### config.mk
export PLATFORM = sky130hd
export DESIGN_NAME = rasterizer_mem_arbiter
export DESIGN_NICKNAME = d
export VERILOG_FILES = /design/src/rtl/rasterizer_mem_arbiter.sv
export SDC_FILE = /design/constraint.sdc
export NUM_CORES = 1
export LEC_CHECK = 0
export BUFFER_PORTS_ARGS = -buffer_cell sky130_fd_sc_hd__buf_4
export CELL_PAD_IN_SITES_DETAIL_PLACEMENT = 1
export CELL_PAD_IN_SITES_GLOBAL_PLACEMENT = 2
export CORE_MARGIN = 2
export CORE_UTILIZATION = 21
export CTS_BUF_LIST = sky130_fd_sc_hd__clkbuf_4
export CTS_CLUSTER_SIZE = 12
export DETAILED_ROUTE_END_ITERATION = 10
export GPL_TIMING_DRIVEN = 0
export HOLD_SLACK_MARGIN = 0.15
export PLACE_DENSITY_LB_ADDON = 0.15
export REMOVE_ABC_BUFFERS = 1
export SLEW_MARGIN = 10
export SYNTH_ARGS = -nofsm -noshare
export SYNTH_HDL_FRONTEND = slang
export SYNTH_SLANG_ARGS = --single-unit
### constraint.sdc
create_clock -name clock -period 2.6 [get_ports clock]
set_clock_uncertainty 0.05 [all_clocks]
set_input_delay 0.52 -clock clock [delete_from_list [all_inputs] [get_ports clock]]
set_output_delay 0.52 -clock clock [all_outputs]
set_load 0.01 [all_outputs]
### src/rtl/rasterizer_mem_arbiter.sv
// Two-port round-robin arbiter sharing one SDRAM Avalon-MM master; reads are routed back via an in-order tag ring.
// Zero-cycle command path; grant held across m_waitrequest; sN_waitrequest low only in the acceptance cycle.
module rasterizer_mem_arbiter #(
    parameter int ADDR_W      = 26,
    parameter int DATA_W      = 32,
    parameter int MAX_PENDING = 8
) (
    input  logic                          clock,
    input  logic                          reset,
    input  logic [ADDR_W-1:0]             s0_address,
    input  logic                          s0_read,
    input  logic                          s0_write,
    input  logic [DATA_W/8-1:0]           s0_byteenable,
    input  logic [DATA_W-1:0]             s0_writedata,
    output logic                          s0_waitrequest,
    output logic [DATA_W-1:0]             s0_readdata,
    output logic                          s0_readdatavalid,
    input  logic [ADDR_W-1:0]             s1_address,
    input  logic                          s1_read,
    input  logic                          s1_write,
    input  logic [DATA_W/8-1:0]           s1_byteenable,
    input  logic [DATA_W-1:0]             s1_writedata,
    output logic                          s1_waitrequest,
    output logic [DATA_W-1:0]             s1_readdata,
    output logic                          s1_readdatavalid,
    output logic [ADDR_W-1:0]             m_address,
    output logic                          m_read,
    output logic                          m_write,
    output logic [DATA_W/8-1:0]           m_byteenable,
    output logic [DATA_W-1:0]             m_writedata,
    input  logic                          m_waitrequest,
    input  logic [DATA_W-1:0]             m_readdata,
    input  logic                          m_readdatavalid,
    output logic [$clog2(MAX_PENDING):0]  pending_count,
    output logic                          protocol_error
);
    localparam int BE_W  = DATA_W / 8;
    localparam int PTR_W = $clog2(MAX_PENDING);
    localparam int CNT_W = PTR_W + 1;
    localparam logic [CNT_W-1:0] CNT_MAX = CNT_W'(MAX_PENDING);

    localparam logic [0:0] ST_ARB  = 1'b0;
    localparam logic [0:0] ST_HOLD = 1'b1;

    logic [0:0]       state_q, state_d;
    logic             rr_last_q, rr_last_d;
    logic             grant_q, grant_d;
    logic [CNT_W-1:0] pend_q, pend_d;
    logic [PTR_W-1:0] wr_ptr_q, wr_ptr_d;
    logic [PTR_W-1:0] rd_ptr_q, rd_ptr_d;
    logic             err_q, err_d;
    logic             tag_mem_q [MAX_PENDING];
    logic [ADDR_W-1:0] addr_q;
    logic [BE_W-1:0]   be_q;
    logic [DATA_W-1:0] wdata_q;

    logic [1:0] req_rd, req_wr, elig;
    logic       read_ok;
    logic       sel, sel_vld, sel_rd, sel_wr;
    logic       accept, push, pop, stray, illegal, head_tag;
    logic [ADDR_W-1:0] sel_addr;
    logic [BE_W-1:0]   sel_be;
    logic [DATA_W-1:0] sel_wdata;

    assign req_rd  = {s1_read, s0_read};
    assign req_wr  = {s1_write, s0_write};
    // Blocking uses the registered count, so a slot freed this cycle only opens next cycle.
    assign read_ok = (pend_q < CNT_MAX);
    assign elig    = req_wr | (req_rd & {2{read_ok}});

    always_comb begin
        sel     = rr_last_q;
        sel_vld = 1'b0;
        if (state_q == ST_HOLD) begin
            sel     = grant_q;
            sel_vld = req_rd[grant_q] | req_wr[grant_q];
        end else if (elig[~rr_last_q]) begin
            sel     = ~rr_last_q;
            sel_vld = 1'b1;
        end else if (elig[rr_last_q]) begin
            sel     = rr_last_q;
            sel_vld = 1'b1;
        end
    end

    // Read+write on one port is resolved as a write.
    assign sel_wr    = sel_vld & req_wr[sel];
    assign sel_rd    = sel_vld & req_rd[sel] & ~req_wr[sel];
    assign accept    = sel_vld & ~m_waitrequest;
    assign push      = accept & sel_rd;
    assign pop       = m_readdatavalid & (pend_q != '0);
    assign stray     = m_readdatavalid & (pend_q == '0);
    assign illegal   = (s0_read & s0_write) | (s1_read & s1_write);
    assign head_tag  = tag_mem_q[rd_ptr_q];

    assign sel_addr  = sel ? s1_address   : s0_address;
    assign sel_be    = sel ? s1_byteenable : s0_byteenable;
    assign sel_wdata = sel ? s1_writedata : s0_writedata;

    assign m_address    = sel_vld ? sel_addr  : addr_q;
    assign m_byteenable = sel_vld ? sel_be    : be_q;
    assign m_writedata  = sel_vld ? sel_wdata : wdata_q;
    assign m_read       = reset & sel_rd;
    assign m_write      = reset & sel_wr;

    assign s0_waitrequest   = ~(reset & accept & ~sel);
    assign s1_waitrequest   = ~(reset & accept & sel);
    assign s0_readdata      = m_readdata;
    assign s1_readdata      = m_readdata;
    assign s0_readdatavalid = reset & pop & ~head_tag;
    assign s1_readdatavalid = reset & pop & head_tag;

    assign pending_count  = pend_q;
    assign protocol_error = err_q;

    always_comb begin
        state_d   = state_q;
        grant_d   = grant_q;
        rr_last_d = rr_last_q;
        case (state_q)
            ST_ARB: begin
                if (sel_vld && m_waitrequest) begin
                    state_d = ST_HOLD;
                    grant_d = sel;
                end
            end
            default: begin
                if (!sel_vld || accept) begin
                    state_d = ST_ARB;
                end
            end
        endcase
        if (accept) begin
            rr_last_d = sel;
        end
    end

    always_comb begin
        pend_d = pend_q;
        case ({push, pop})
            2'b10:   pend_d = pend_q + CNT_W'(1);
            2'b01:   pend_d = pend_q - CNT_W'(1);
            default: pend_d = pend_q;
        endcase
        wr_ptr_d = wr_ptr_q + PTR_W'(push);
        rd_ptr_d = rd_ptr_q + PTR_W'(pop);
        err_d    = err_q | illegal | stray;
    end

    always_ff @(posedge clock or negedge reset) begin
        if (!reset) begin
            state_q   <= ST_ARB;
            rr_last_q <= 1'b1;
            grant_q   <= 1'b0;
            pend_q    <= '0;
            wr_ptr_q  <= '0;
            rd_ptr_q  <= '0;
            err_q     <= 1'b0;
            addr_q    <= '0;
            be_q      <= '0;
            wdata_q   <= '0;
        end else begin
            state_q   <= state_d;
            rr_last_q <= rr_last_d;
            grant_q   <= grant_d;
            pend_q    <= pend_d;
            wr_ptr_q  <= wr_ptr_d;
            rd_ptr_q  <= rd_ptr_d;
            err_q     <= err_d;
            if (sel_vld) begin
                addr_q  <= sel_addr;
                be_q    <= sel_be;
                wdata_q <= sel_wdata;
            end
        end
    end

    // Tag storage needs no reset: entries are only read behind a nonzero count.
    always_ff @(posedge clock) begin
        if (push) begin
            tag_mem_q[wr_ptr_q] <= sel;
        end
    end
endmodule

==> Implementation_results.wiki <==
{| class="wikitable"
! Metric !! Value
|-
| Share of post-route cells with drive strength above 1 || between 60 and 70%
|-
| Number of design rule violations left after detail routing || 0
|-
| TritonRoute pass-1 iters || 4
|-
| Number of buffers inserted by hold repair at cts || 0
|-
| Layout Utilization || 35.3%
|-
| Transition at the pin with the smallest max-transition slack || a little under 0.8 ns
|-
| Required time of the critical path || 2.03 ns
|-
| Clock tree from TritonCTS || done
|-
| Mean instance size in the synthesized netlist || 10.2 µm²
|-
| Combinational Power Share || about three fifths
|-
| Reg power frac || between 20% and 30%
|-
| Worst setup endpoint || m_writedata[17]
|-
| Launching instance or port of the critical path || rr_last_q
|-
| Area growth from synthesis to layout || 64.0%
|-
| Die Y || 151 µm
|-
| Detailed router's first-iteration violation count || between 90 and 100
|-
| Count of port buffers added during placement || around 200
|-
| CP Class || flop to output port
|-
| Aggregate negative setup slack || -12.25 ns
|-
| CTS H-Tree Depth || 3
|-
| Final critical path time including I/O delays and setup || 2.86 ns
|-
| Floorplan die area || around 0.023 mm²
|-
| Total GRT Usage || approximately 16%
|-
| Power per Cell Area || around 1000 mW/mm²
|-
| Number of vias in the routed layout || between 4000 and 5000
|-
| Antenna-violating nets left || 0
|-
| Number of antenna violations at the first check in global routing || 1
|-
| Final routed wire length divided by cell count || between 20 and 25 µm
|-
| Setup Slack @ Placement || -1.07 ns
|-
| Estimated wirelength of the detail-placed design || ~12000 µm
|-
| Net switching fraction of the power || 38.2%
|-
| Result of the run || finished with violations
|-
| Final worst-path setup slack || -0.261 ns
|-
| Share of the yosys chip area belonging to registers || 47.1%
|-
| Final wirelength || ~19000 µm
|-
| Number of distinct library cells after synthesis || 37
|-
| Kind of end point of the critical path || output port
|-
| Final-report max-slew violation count || 0
|-
| Pin count of the biggest net entering global routing || 80
|-
| Synth area leaders || sky130_fd_sc_hd__dfrtp_1, sky130_fd_sc_hd__mux2i_1, sky130_fd_sc_hd__buf_4, sky130_fd_sc_hd__a21oi_1, sky130_fd_sc_hd__nor2_1
|-
| Period utilization || 110%
|-
| Final Hold Violating Endpoints || 0
|-
| Clock sink total || 84
|-
| R2R cell count || 13
|-
| Net switching component of the power || a little under 3 mW
|-
| # rows || 53
|-
| Min Hold Slack || around 0.044 ns
|-
| Post-route standard cell area excluding fillers || 0.00746 mm²
|-
| First-pass GRT wire length || 26200 µm
|-
| Normalized max-slew margin || between 40% and 50%
|-
| Startpoint type of the worst setup path || flop
|-
| Die width || 151 µm
|-
| Effective utilization at floorplan || 21.5%
|-
| Peak supply drop || about 300 µV
|-
| Remaining Overflow, GRT || 0
|-
| Share of the synthesized area in the top cell type || 41.3%
|-
| Via count normalized by instance count || approximately 4.5
|-
| Unrepaired setup endpoints after global routing || true
|-
| Routability Congestion || around 0.7
|-
| Internal Dissipation || 4.74 mW
|-
| Worst hold-check path type || input pin to async pin
|-
| Failing checks || setup timing
|-
| Number of enable-type register cells in the synthesized netlist || 8
|-
| Clock buffers created by TritonCTS || 9
|-
| Final setup vio count || 69
|-
| FILL cells || ~2400
|-
| Cell at the root of the clock tree || sky130_fd_sc_hd__clkbuf_4
|-
| Gate count after technology mapping || about 440
|-
| Clock latency on the worst-skew pair || around 0.45 ns
|-
| Yosys warning total || 0
|-
| Cell type contributing the most total cell area after synthesis || sky130_fd_sc_hd__dfrtp_1
|-
| Net count, final || about 800
|-
| Fmax || around 350 MHz
|-
| Number of global-route vias before repair || 4363
|-
| Slack of the worst reg-to-reg path || -0.20 ns
|-
| Predominant post-synthesis flop cell || sky130_fd_sc_hd__dfrtp_1
|-
| CP Data Arrival Time || about 2.3 ns
|-
| Proportion of power drawn by the clock network || about a tenth
|-
| Top fanout value on the critical path || 8
|-
| Async set-or-reset flop fraction in the synthesized netlist || between 90 and 100%
|-
| Maximum count of clock buffers along a single path || 2
|-
| #FFs+latches synth || 84
|-
| Syn Std Cell Area || between 0.004 and 0.005 mm²
|-
| Count of pins on the block boundary || about 300
|-
| RR Startpoint || rr_last_q
|-
| Clk pin slew, worst setup/hold paths || 0.14 ns
|-
| Core region area || 0.0212 mm²
|-
| Maximum capacitance violations || 0
|-
| Reg-to-reg critical path endpoint || pending_count[2]
|-
| Placed standard-cell area || between 0.005 and 0.006 mm²
|-
| Reported leakage power || about 3.3 nW
|}
-- worst min-delay path by stage --
stage                     from        endpoint  slack (ns)  depth (start not counted)
4_1_cts        m_readdatavalid  protocol_error        0.19                          3
3_5_place_dp    protocol_error  protocol_error        0.43                          2
6_report                 reset     rd_ptr_q[1]        0.04                          1
2_1_floorplan            reset       addr_q[0]        0.17                          0
5_1_grt                  reset     rd_ptr_q[1]        0.07                          1
3_3_place_gp    protocol_error  protocol_error        0.42                          2
-- timing repair --
| action | CTS | global route |
|---|---|---|
| gates cloned | 7 | 8 |
| setup buffers | 20 | 24 |
| endpoints found under the setup margin | 72 | 71 |
| gates resized for setup | 81 | 80 |
| pin swaps | 25 | 36 |
| hold endpoints to repair | 0 | 75 |
-- cells in the mapped netlist (3+ instances only) --
| cell type | instances |
|---|---|
| sky130_fd_sc_hd__or3_1 | 3 |
| sky130_fd_sc_hd__clkbuf_1 | 5 |
| sky130_fd_sc_hd__ha_1 | 7 |
| sky130_fd_sc_hd__nor2b_1 | 5 |
| sky130_fd_sc_hd__mux2i_1 | 67 |
| sky130_fd_sc_hd__buf_8 | 3 |
| sky130_fd_sc_hd__buf_4 | 68 |
| sky130_fd_sc_hd__xor2_1 | 6 |
| sky130_fd_sc_hd__nor3_1 | 3 |
| sky130_fd_sc_hd__dfrtp_1 | 75 |
| sky130_fd_sc_hd__nand2_1 | 7 |
| sky130_fd_sc_hd__buf_2 | 12 |
| sky130_fd_sc_hd__nor4_1 | 5 |
| sky130_fd_sc_hd__nor2_1 | 76 |
| sky130_fd_sc_hd__a21oi_1 | 67 |
| sky130_fd_sc_hd__edfxtp_1 | 8 |
-- power by group through the flow --
stage / Combinational, mW / Clock (mW) / Sequential [mW]
after floorplan: 1.51 / 0 / 2.03
after global placement: 2.36 / 0 / 1.99
after detailed placement: 3.06 / 0 / 2.17
after CTS: 4.01 / 0.829 / 2.14
after global routing: 5.08 / 0.878 / 2.23
final: 4.72 / 0.781 / 2.16
-- stage by stage --
step                power [mW]  instances
CTS                       6.98        881
detailed placement        5.22        839
global placement          4.34        834
floorplan                 3.54        355
finish                    7.66        914
global route              8.19        914
-- worst max-delay path: stages (launching register included) --
cell	delay (ns)
sky130_fd_sc_hd__dfstp_2	0.58
sky130_fd_sc_hd__o21ai_2	0.08
sky130_fd_sc_hd__a21boi_4	0.26
sky130_fd_sc_hd__buf_12	0.20
sky130_fd_sc_hd__clkbuf_16	0.19
sky130_fd_sc_hd__mux2i_4	0.26
sky130_fd_sc_hd__a21oi_2	0.09
sky130_fd_sc_hd__buf_4	0.15
-- metal layers --
layer	track usage (%)	wire length [µm]
met1	19.8	8180
met5	4.55	128
met3	8.80	2210
met4	4.30	221
met2	22.2	8610
-- cells by family after synthesis --
group,count (synthesis),share of synthesized area [%]
AND/OR/NAND/NOR,109,10.5
adder cells (fa/ha/maj),7,1.93
multiplexers,71,16.2
XOR/XNOR,7,1.35
buffers and inverters,91,14.4
AO/OA/AOI/OAI,75,8.53
flip-flops,84,47.1
-- sequential cells by signal (all words and copies together), names as in the netlist --
register / flops
wdata_q: 32
addr_q: 26
tag_mem_q: 8
be_q: 4
pending_count: 4
rd_ptr_q: 3
wr_ptr_q: 3
grant_q: 1
protocol_error: 1
rr_last_q: 1
state_q: 1
-- cell usage in the layout (no fill, tap or decap), types with 6 or more instances in the layout --
cell                       netlist  final
sky130_fd_sc_hd__nand2_1         7      6
sky130_fd_sc_hd__mux2i_2         0     15
sky130_fd_sc_hd__buf_4          68    242
sky130_fd_sc_hd__clkbuf_4        0     10
sky130_fd_sc_hd__buf_12          0      6
sky130_fd_sc_hd__edfxtp_1        8      8
sky130_fd_sc_hd__nor2_1         76     71
sky130_fd_sc_hd__buf_16          0      7
sky130_fd_sc_hd__mux2i_4         0     30
sky130_fd_sc_hd__mux2i_1        67     22
sky130_fd_sc_hd__dfrtp_1        75     71
sky130_fd_sc_hd__a21oi_1        67     27
sky130_fd_sc_hd__a21oi_2         0     39
-- layout make-up --
class	count	area (µm²)	area share (%)
antenna	2	5.00	0.0671
clock buffer	10	75.1	1.01
clock inverter	5	55.1	0.738
inverter	2	7.51	0.101
multi-input combinational	272	2520	33.8
sequential	84	2150	28.8
tap	275	344	4.61
timing repair buffer	264	2300	30.8
Power figures use the tool's default switching activity.
